[config.mk]
export PLATFORM = sky130hd
export DESIGN_NAME = cpld_uart_ctrl
export DESIGN_NICKNAME = d
export VERILOG_FILES = /design/src/rtl/cpld_uart_ctrl.sv
export SDC_FILE = /design/constraint.sdc
export NUM_CORES = 1
export LEC_CHECK = 0
export CAP_MARGIN = 20
export CORE_ASPECT_RATIO = 1.5
export CORE_MARGIN = 1.5
export CORE_UTILIZATION = 45
export DETAILED_ROUTE_END_ITERATION = 8
export HOLD_SLACK_MARGIN = 0.03
export PLACE_DENSITY = 0.75
export SLEW_MARGIN = 20
export SYNTH_ARGS = -nofsm -noshare
export SYNTH_HDL_FRONTEND = slang
export SYNTH_SLANG_ARGS = --single-unit
[constraint.sdc]
create_clock -name clk -period 3.9 [get_ports clk]
set_input_delay 0.585 -clock clk [delete_from_list [all_inputs] [get_ports clk]]
set_output_delay 0.585 -clock clk [all_outputs]
set_load 0.02 [all_outputs]
[src/rtl/cpld_uart_ctrl.sv]
// Byte-wide sequencer for the CPLD UART sharing base_ram_data[7:0]: issues
// read/write strobes and exposes synchronized receive/transmit status.
module cpld_uart_ctrl #(
    parameter int RD_PULSE = 2,
    parameter int WR_PULSE = 2,
    parameter int GUARD    = 4
) (
    input  logic       clk,
    input  logic       rst,
    input  logic       req_read,
    input  logic       req_write,
    input  logic [7:0] wr_data,
    output logic [7:0] rd_data,
    output logic       busy,
    output logic       done,
    output logic       rx_ready,
    output logic       tx_idle,
    input  logic [7:0] bus_in,
    output logic [7:0] bus_out,
    output logic       bus_oe,
    output logic       uart_rdn,
    output logic       uart_wrn,
    input  logic       uart_dataready,
    input  logic       uart_tbre,
    input  logic       uart_tsre
);

    localparam int GW = (GUARD > 1) ? $clog2(GUARD + 1) : 1;

    typedef enum logic [3:0] {
        IDLE,
        RD_WAIT,
        RD_LOW,
        WR_SETUP,
        WR_LOW,
        WR_HOLD,
        WR_WAIT_TBRE,
        WR_WAIT_TSRE,
        DONE
    } state_t;

    state_t         state_reg;
    logic [2:0]     pulse_cnt_reg;
    logic [GW-1:0]  guard_reg;
    logic [7:0]     rd_data_reg;
    logic [7:0]     wr_byte_reg;
    logic           rdn_reg;
    logic           wrn_reg;
    logic           oe_reg;
    logic           busy_reg;
    logic           done_reg;

    // Status pins are asynchronous to clk; two flops each.
    logic [2:0] async_in;
    logic [2:0] sync_bits;
    assign async_in = {uart_tsre, uart_tbre, uart_dataready};

    genvar gi;
    generate
        for (gi = 0; gi < 3; gi++) begin : g_sync
            logic meta_reg;
            logic sync_reg;
            always_ff @(posedge clk) begin
                if (!rst) begin
                    meta_reg <= 1'b0;
                    sync_reg <= 1'b0;
                end else begin
                    meta_reg <= async_in[gi];
                    sync_reg <= meta_reg;
                end
            end
            assign sync_bits[gi] = sync_reg;
        end
    endgenerate

    logic ready_s;
    logic tbre_s;
    logic tsre_s;
    assign ready_s = sync_bits[0];
    assign tbre_s  = sync_bits[1];
    assign tsre_s  = sync_bits[2];

    always_ff @(posedge clk) begin
        if (!rst) begin
            state_reg     <= IDLE;
            pulse_cnt_reg <= 3'd0;
            guard_reg     <= '0;
            rd_data_reg   <= 8'h00;
            wr_byte_reg   <= 8'h00;
            rdn_reg       <= 1'b1;
            wrn_reg       <= 1'b1;
            oe_reg        <= 1'b0;
            busy_reg      <= 1'b0;
            done_reg      <= 1'b0;
        end else begin
            done_reg <= 1'b0;
            case (state_reg)
                IDLE: begin
                    if (req_read) begin
                        busy_reg <= 1'b1;
                        if (ready_s) begin
                            state_reg     <= RD_LOW;
                            rdn_reg       <= 1'b0;
                            pulse_cnt_reg <= 3'(RD_PULSE - 1);
                        end else begin
                            state_reg <= RD_WAIT;
                        end
                    end else if (req_write) begin
                        busy_reg    <= 1'b1;
                        oe_reg      <= 1'b1;
                        wr_byte_reg <= wr_data;
                        state_reg   <= WR_SETUP;
                    end
                end
                RD_WAIT: begin
                    if (ready_s) begin
                        state_reg     <= RD_LOW;
                        rdn_reg       <= 1'b0;
                        pulse_cnt_reg <= 3'(RD_PULSE - 1);
                    end
                end
                RD_LOW: begin
                    if (pulse_cnt_reg == 3'd0) begin
                        rdn_reg     <= 1'b1;
                        rd_data_reg <= bus_in;
                        done_reg    <= 1'b1;
                        state_reg   <= DONE;
                    end else begin
                        pulse_cnt_reg <= pulse_cnt_reg - 3'd1;
                    end
                end
                WR_SETUP: begin
                    wrn_reg       <= 1'b0;
                    pulse_cnt_reg <= 3'(WR_PULSE - 1);
                    state_reg     <= WR_LOW;
                end
                WR_LOW: begin
                    if (pulse_cnt_reg == 3'd0) begin
                        wrn_reg   <= 1'b1;
                        guard_reg <= GW'(GUARD);
                        state_reg <= WR_HOLD;
                    end else begin
                        pulse_cnt_reg <= pulse_cnt_reg - 3'd1;
                    end
                end
                // Guard ticks every cycle from the wrn rising edge, so the
                // stale pre-write tbre/tsre levels are ignored for GUARD cycles.
                WR_HOLD: begin
                    oe_reg    <= 1'b0;
                    guard_reg <= guard_reg - GW'(1);
                    state_reg <= WR_WAIT_TBRE;
                end
                WR_WAIT_TBRE: begin
                    if (guard_reg != '0) begin
                        guard_reg <= guard_reg - GW'(1);
                    end else if (tbre_s) begin
                        state_reg <= WR_WAIT_TSRE;
                    end
                end
                WR_WAIT_TSRE: begin
                    if (tsre_s) begin
                        done_reg  <= 1'b1;
                        state_reg <= DONE;
                    end
                end
                DONE: begin
                    busy_reg  <= 1'b0;
                    state_reg <= IDLE;
                end
                default: begin
                    rdn_reg   <= 1'b1;
                    wrn_reg   <= 1'b1;
                    oe_reg    <= 1'b0;
                    busy_reg  <= 1'b0;
                    state_reg <= IDLE;
                end
            endcase
        end
    end

    assign rd_data  = rd_data_reg;
    assign bus_out  = wr_byte_reg;
    assign bus_oe   = oe_reg;
    assign uart_rdn = rdn_reg;
    assign uart_wrn = wrn_reg;
    assign busy     = busy_reg;
    assign done     = done_reg;
    assign rx_ready = ready_s;
    assign tx_idle  = tbre_s & tsre_s & (state_reg == IDLE);

endmodule

=== Word-level counts from Yosys, hierarchy flattened ===
Index checks and enable logic that the tools add are counted.

* Input port bits: 23
* Word-level logic and storage cells: 94
* Register bits after elaboration: 37
* Output and inout port bits: 23

* Muxes and demuxes: 30
* Reduce and logical (&&, ||, !) cells: 19
* Bitwise logic cells: 7
* Add/sub/neg operators: 2
* Equal/unequal tests: 20

{| class="wikitable"
|+ Operator list
! kind !! number
|-
| 2-to-1 mux 4 bit || 8
|-
| one-hot mux 4 bit (8 select lines) || 1
|-
| inequality test 2 bit, second input constant || 11
|-
| OR reduction 7 bit || 3
|-
| == test 4 x 3 -> 1 bit, second input constant || 4
|-
| 2-to-1 mux 3 bit || 5
|-
| AND reduction 3 bit || 5
|-
| one-hot mux 3 bit (4 select lines) || 1
|-
| one-hot mux 3 bit (3 select lines) || 1
|-
| == test 4 x 2 -> 1 bit, second input constant || 2
|-
| 2-to-1 mux 1 bit || 8
|-
| AND reduction 7 bit || 1
|-
| one-hot mux 1 bit (2 select lines) || 3
|-
| AND reduction 2 bit || 3
|-
| nonzero test 3 bit || 2
|-
| OR reduction 6 bit || 1
|-
| subtractor 3 x 1 -> 3 bit, second input constant || 2
|-
| NOT 1 bit || 5
|-
| == test 4 x 1 -> 1 bit, second input constant || 1
|-
| == test 4 bit, second input constant || 1
|-
| zero test 4 bit || 1
|-
| one-hot mux 1 bit (4 select lines) || 1
|-
| nonzero test 4 bit || 1
|-
| zero test 3 bit || 1
|-
| 5 further kinds || 6
|}

=== Longest topological paths before layout ===
* Depth in word-level cells: 4
* Depth in mapped cells: 7
* Mapped depth without buffers: 7

=== Least setup slack after synthesis ===
OpenSTA, ideal clock, no wires.

* Path type: reg2out
* Start point: reg state_reg[3]
* End point: out tx_idle
* Data required time: 3.315 ns
* Buffers on the path: 1
* Arrival: 1.232 ns
* Slack: 2.083 ns
* Cell stages (with the launch flop): 4
* Cells stage by stage: dfxtp_1 -> buf_6 -> or4_4 -> nor2_1

* Word-level cells in the longest chain between the ends: 2

{| class="wikitable"
|+ RTL lines
! element !! line !! RTL
|-
| start, declared || 42 || <nowiki>state_t state_reg;</nowiki>
|-
| start signal, assigned || 85 || <nowiki>state_reg <= IDLE;</nowiki>
|-
| start signal, assigned || 102 || <nowiki>state_reg <= RD_LOW;</nowiki>
|-
| start signal, assigned || 106 || <nowiki>state_reg <= RD_WAIT;</nowiki>
|-
| zero test 4 bit || 189 || <nowiki>assign tx_idle = tbre_s & tsre_s & (state_reg == IDLE);</nowiki>
|-
| AND 1 bit || 189 ||
|-
| end, declared || 17 || <nowiki>output logic tx_idle,</nowiki>
|}

Every way passes these cells.

=== Worst setup path in the final report ===
* Start point: reg state_reg[2]
* End point: out tx_idle

The elaborated chain is that of the path after synthesis.

==> results.cfg <==
[status]
status = finished clean

[sta]
period_share_pct = 70.24
final-hold-violation-count = 0
setup_viol = 0
rsz0062_at_grt = no
fin_tns_setup_ns = 0
fin_crit_ns = 2.739
drv_slew = 0
relSlewSlack_pct = 55.03
fin_worst_skew_ns = 0.006754
fmax_mhz = 365.0
tightestPinTransition_ns = 0.6736

[route]
first_pass_iters = 4
post_drt_wl_per_cell_um = 12.38
vias = 1419
wl_um = 3392
drtIter0Drc = 23
via_per_inst = 5.179
drtAntennaViolNets = 0
route.detailed.drc = 0

[worst_setup_path]
crit_path_start_kind = register
reg2reg_slack_ns = 1.90
cp.required_ns = 3.31
cp_max_fo = 20
critical_path_class = register to output port
crit_arrival_ns = 2.15
cp-end-kind = output port

[yosys]
ys_seq_elements = 37
yosysTopAreaCell = dfxtp_1
synth_simple_gate_area_share_pct = 24.86
async_reset_ff_share_pct = 0
synth_seq_area_share_pct = 42.65
synthTopCellsByArea = dfxtp_1, mux2i_1, nor2b_1
synth_compound_area_share_pct = 12.68
postSynthCellCount = 188
synth_common_cells = dfxtp_1, nor2b_1, mux2i_1
yosysMostFrequentCell = dfxtp_1
synth_top_area_share_pct = 42.65
yosys.cell_types.count = 45
synth_xor_area_share_pct = 1.009
ys.warnings.count = 0
synth_top_family_by_area = simple AND/OR/NAND/NOR gates
synthMuxAreaShare_pct = 10.95
syn_nets = 215
synth_edf_count = 0
netlist_area_um2 = 1737
synthFlopType = dfxtp_1
avgSynthCellArea_um2 = 9.238
synthAdderAreaFrac_pct = 2.882

[floorplan]
die-area_um2 = 4249
die_x_um = 53.73
rows = 27
die_h_um = 79.09
io_pins = 46
core_area_um2 = 3682
initial_core_util_pct = 47.16

[global_route]
grt_max_degree = 26
antenna_found_initial = 0
first_global_vias = 1281
grt_pass1_wl_um = 5623
track_usage_pct = 17.88
grt_overflow_total = 0

[clock_network]
htreeDepth = 2
cts_hold_buf = 0
postCtsSetupBuffers = 0
cts_resized = 0
insertion_delay_ns = 0.29
tritoncts = built
cts.path.max_buffers = 2
cts.sinks = 37
numCtsBuffers = 5
path_clk_slew_ns = 0.07
cts-root-buf = clkbuf_8

[power]
power_density_nw_per_um2 = 632.3
ir_drop_mv = 0.3967
p_leak_nw = 0.9622
p_total_mw = 1.468

[placement]
detailed_place_hpwl_um = 2372
gp_congestion = 0.8598
portBuffers = 45

[hold_path]
hold_class = register to register

[final_layout]
area_growth_pct = 33.72
fillers = 320
layout.nets = 257
drive_gt1_share_pct = 6.061
n_antenna_cell = 0

[run]
max_cap_violations = 0
==> cell families after synthesis <==
| kind of cell | after synthesis |
|---|---|
| and+or+nand+nor | 76 |
| DFF | 37 |
| AOI/OAI and AO/OA | 32 |
| muxes | 19 |
| buffers and inverters | 18 |
| adders and majority gates | 4 |
| xor gates and xnor gates | 2 |
==> routing by layer <==
layer,up-vias,track usage (%),share of wire (%),wire length [um]
met5,-,0,0,0
met4,0,8.462,1.9,66
met3,6,5.075,4.7,160
met2,44,28.17,48,1627
met1,642,21.72,45,1537
li1,727,-,-,-
==> cell usage in the layout, fill, tap and decap left out, types with 2 or more instances in the layout <==
cell type / instances
clkdlybuf4s50_1: 45
dfxtp_1: 37
nor2b_1: 23
mux2i_1: 19
nor2_1: 15
nand2_1: 11
inv_1: 7
o21ai_0: 6
and2_1: 6
a21oi_1: 5
clkbuf_8: 5
nand2b_1: 4
a21boi_0: 4
ha_1: 4
o21a_1: 3
xnor2_1: 2
nor3_1: 2
a31oi_1: 2
nand3_1: 2
nand4_1: 2
bufinv_16: 2
==> area by class of cell <==
cell class	instances	area [um^2]	share of cell area (%)
Multi-Input combinational cell	133	909.6	39.17
Sequential cell	37	740.7	31.90
Timing Repair Buffer	46	457.9	19.72
Clock buffer	5	68.82	2.963
Clock inverter	3	65.06	2.802
Tap cell	43	53.80	2.317
Inverter	7	26.28	1.131
==> path summary, 6_finish.rpt <==
| kind | from | endpoint | cells past startpoint |
|---|---|---|---|
| setup / recovery | state_reg[2] | tx_idle | 3 |
| setup reg to reg | state_reg[2] | state_reg[1] | 5 |
| hold reg to reg | g_sync[0].meta_reg | rx_ready | 1 |
| hold / removal | g_sync[0].meta_reg | rx_ready | 1 |
==> worst max-delay path, cell delays in order, from the launching register on <==
cell,delay (ns)
dfxtp_1,0.52
or4_4,0.63
nor2_1,0.12
clkdlybuf4s50_1,0.60
==> per-stage QoR <==
stage | instance area [um^2] | utilization (%) | hold slack [ns] | setup slack [ns] | instances
2_1_floorplan | 1737 | - | 0.4119 | 2.083 | 188
5_1_grt | 2322 | 63.06 | 0.4570 | 1.069 | 274
4_1_cts | 2322 | 63.06 | 0.4388 | 1.162 | 274
3_5_place_dp | 2188 | 59.43 | 0.4218 | 1.471 | 266
6_report | 2322 | 63.06 | 0.4361 | 1.161 | 274
3_3_place_gp | 2188 | 59.43 | 0.4171 | 1.495 | 266
==> power by group <==
| part | internal, mW | switching (mW) |
|---|---|---|
| clock network | 0.254 | 0.130 |
| logic | 0.277 | 0.278 |
| registers | 0.445 | 0.0848 |
| total | 0.976 | 0.492 |
(Power assumes the default switching activity.)
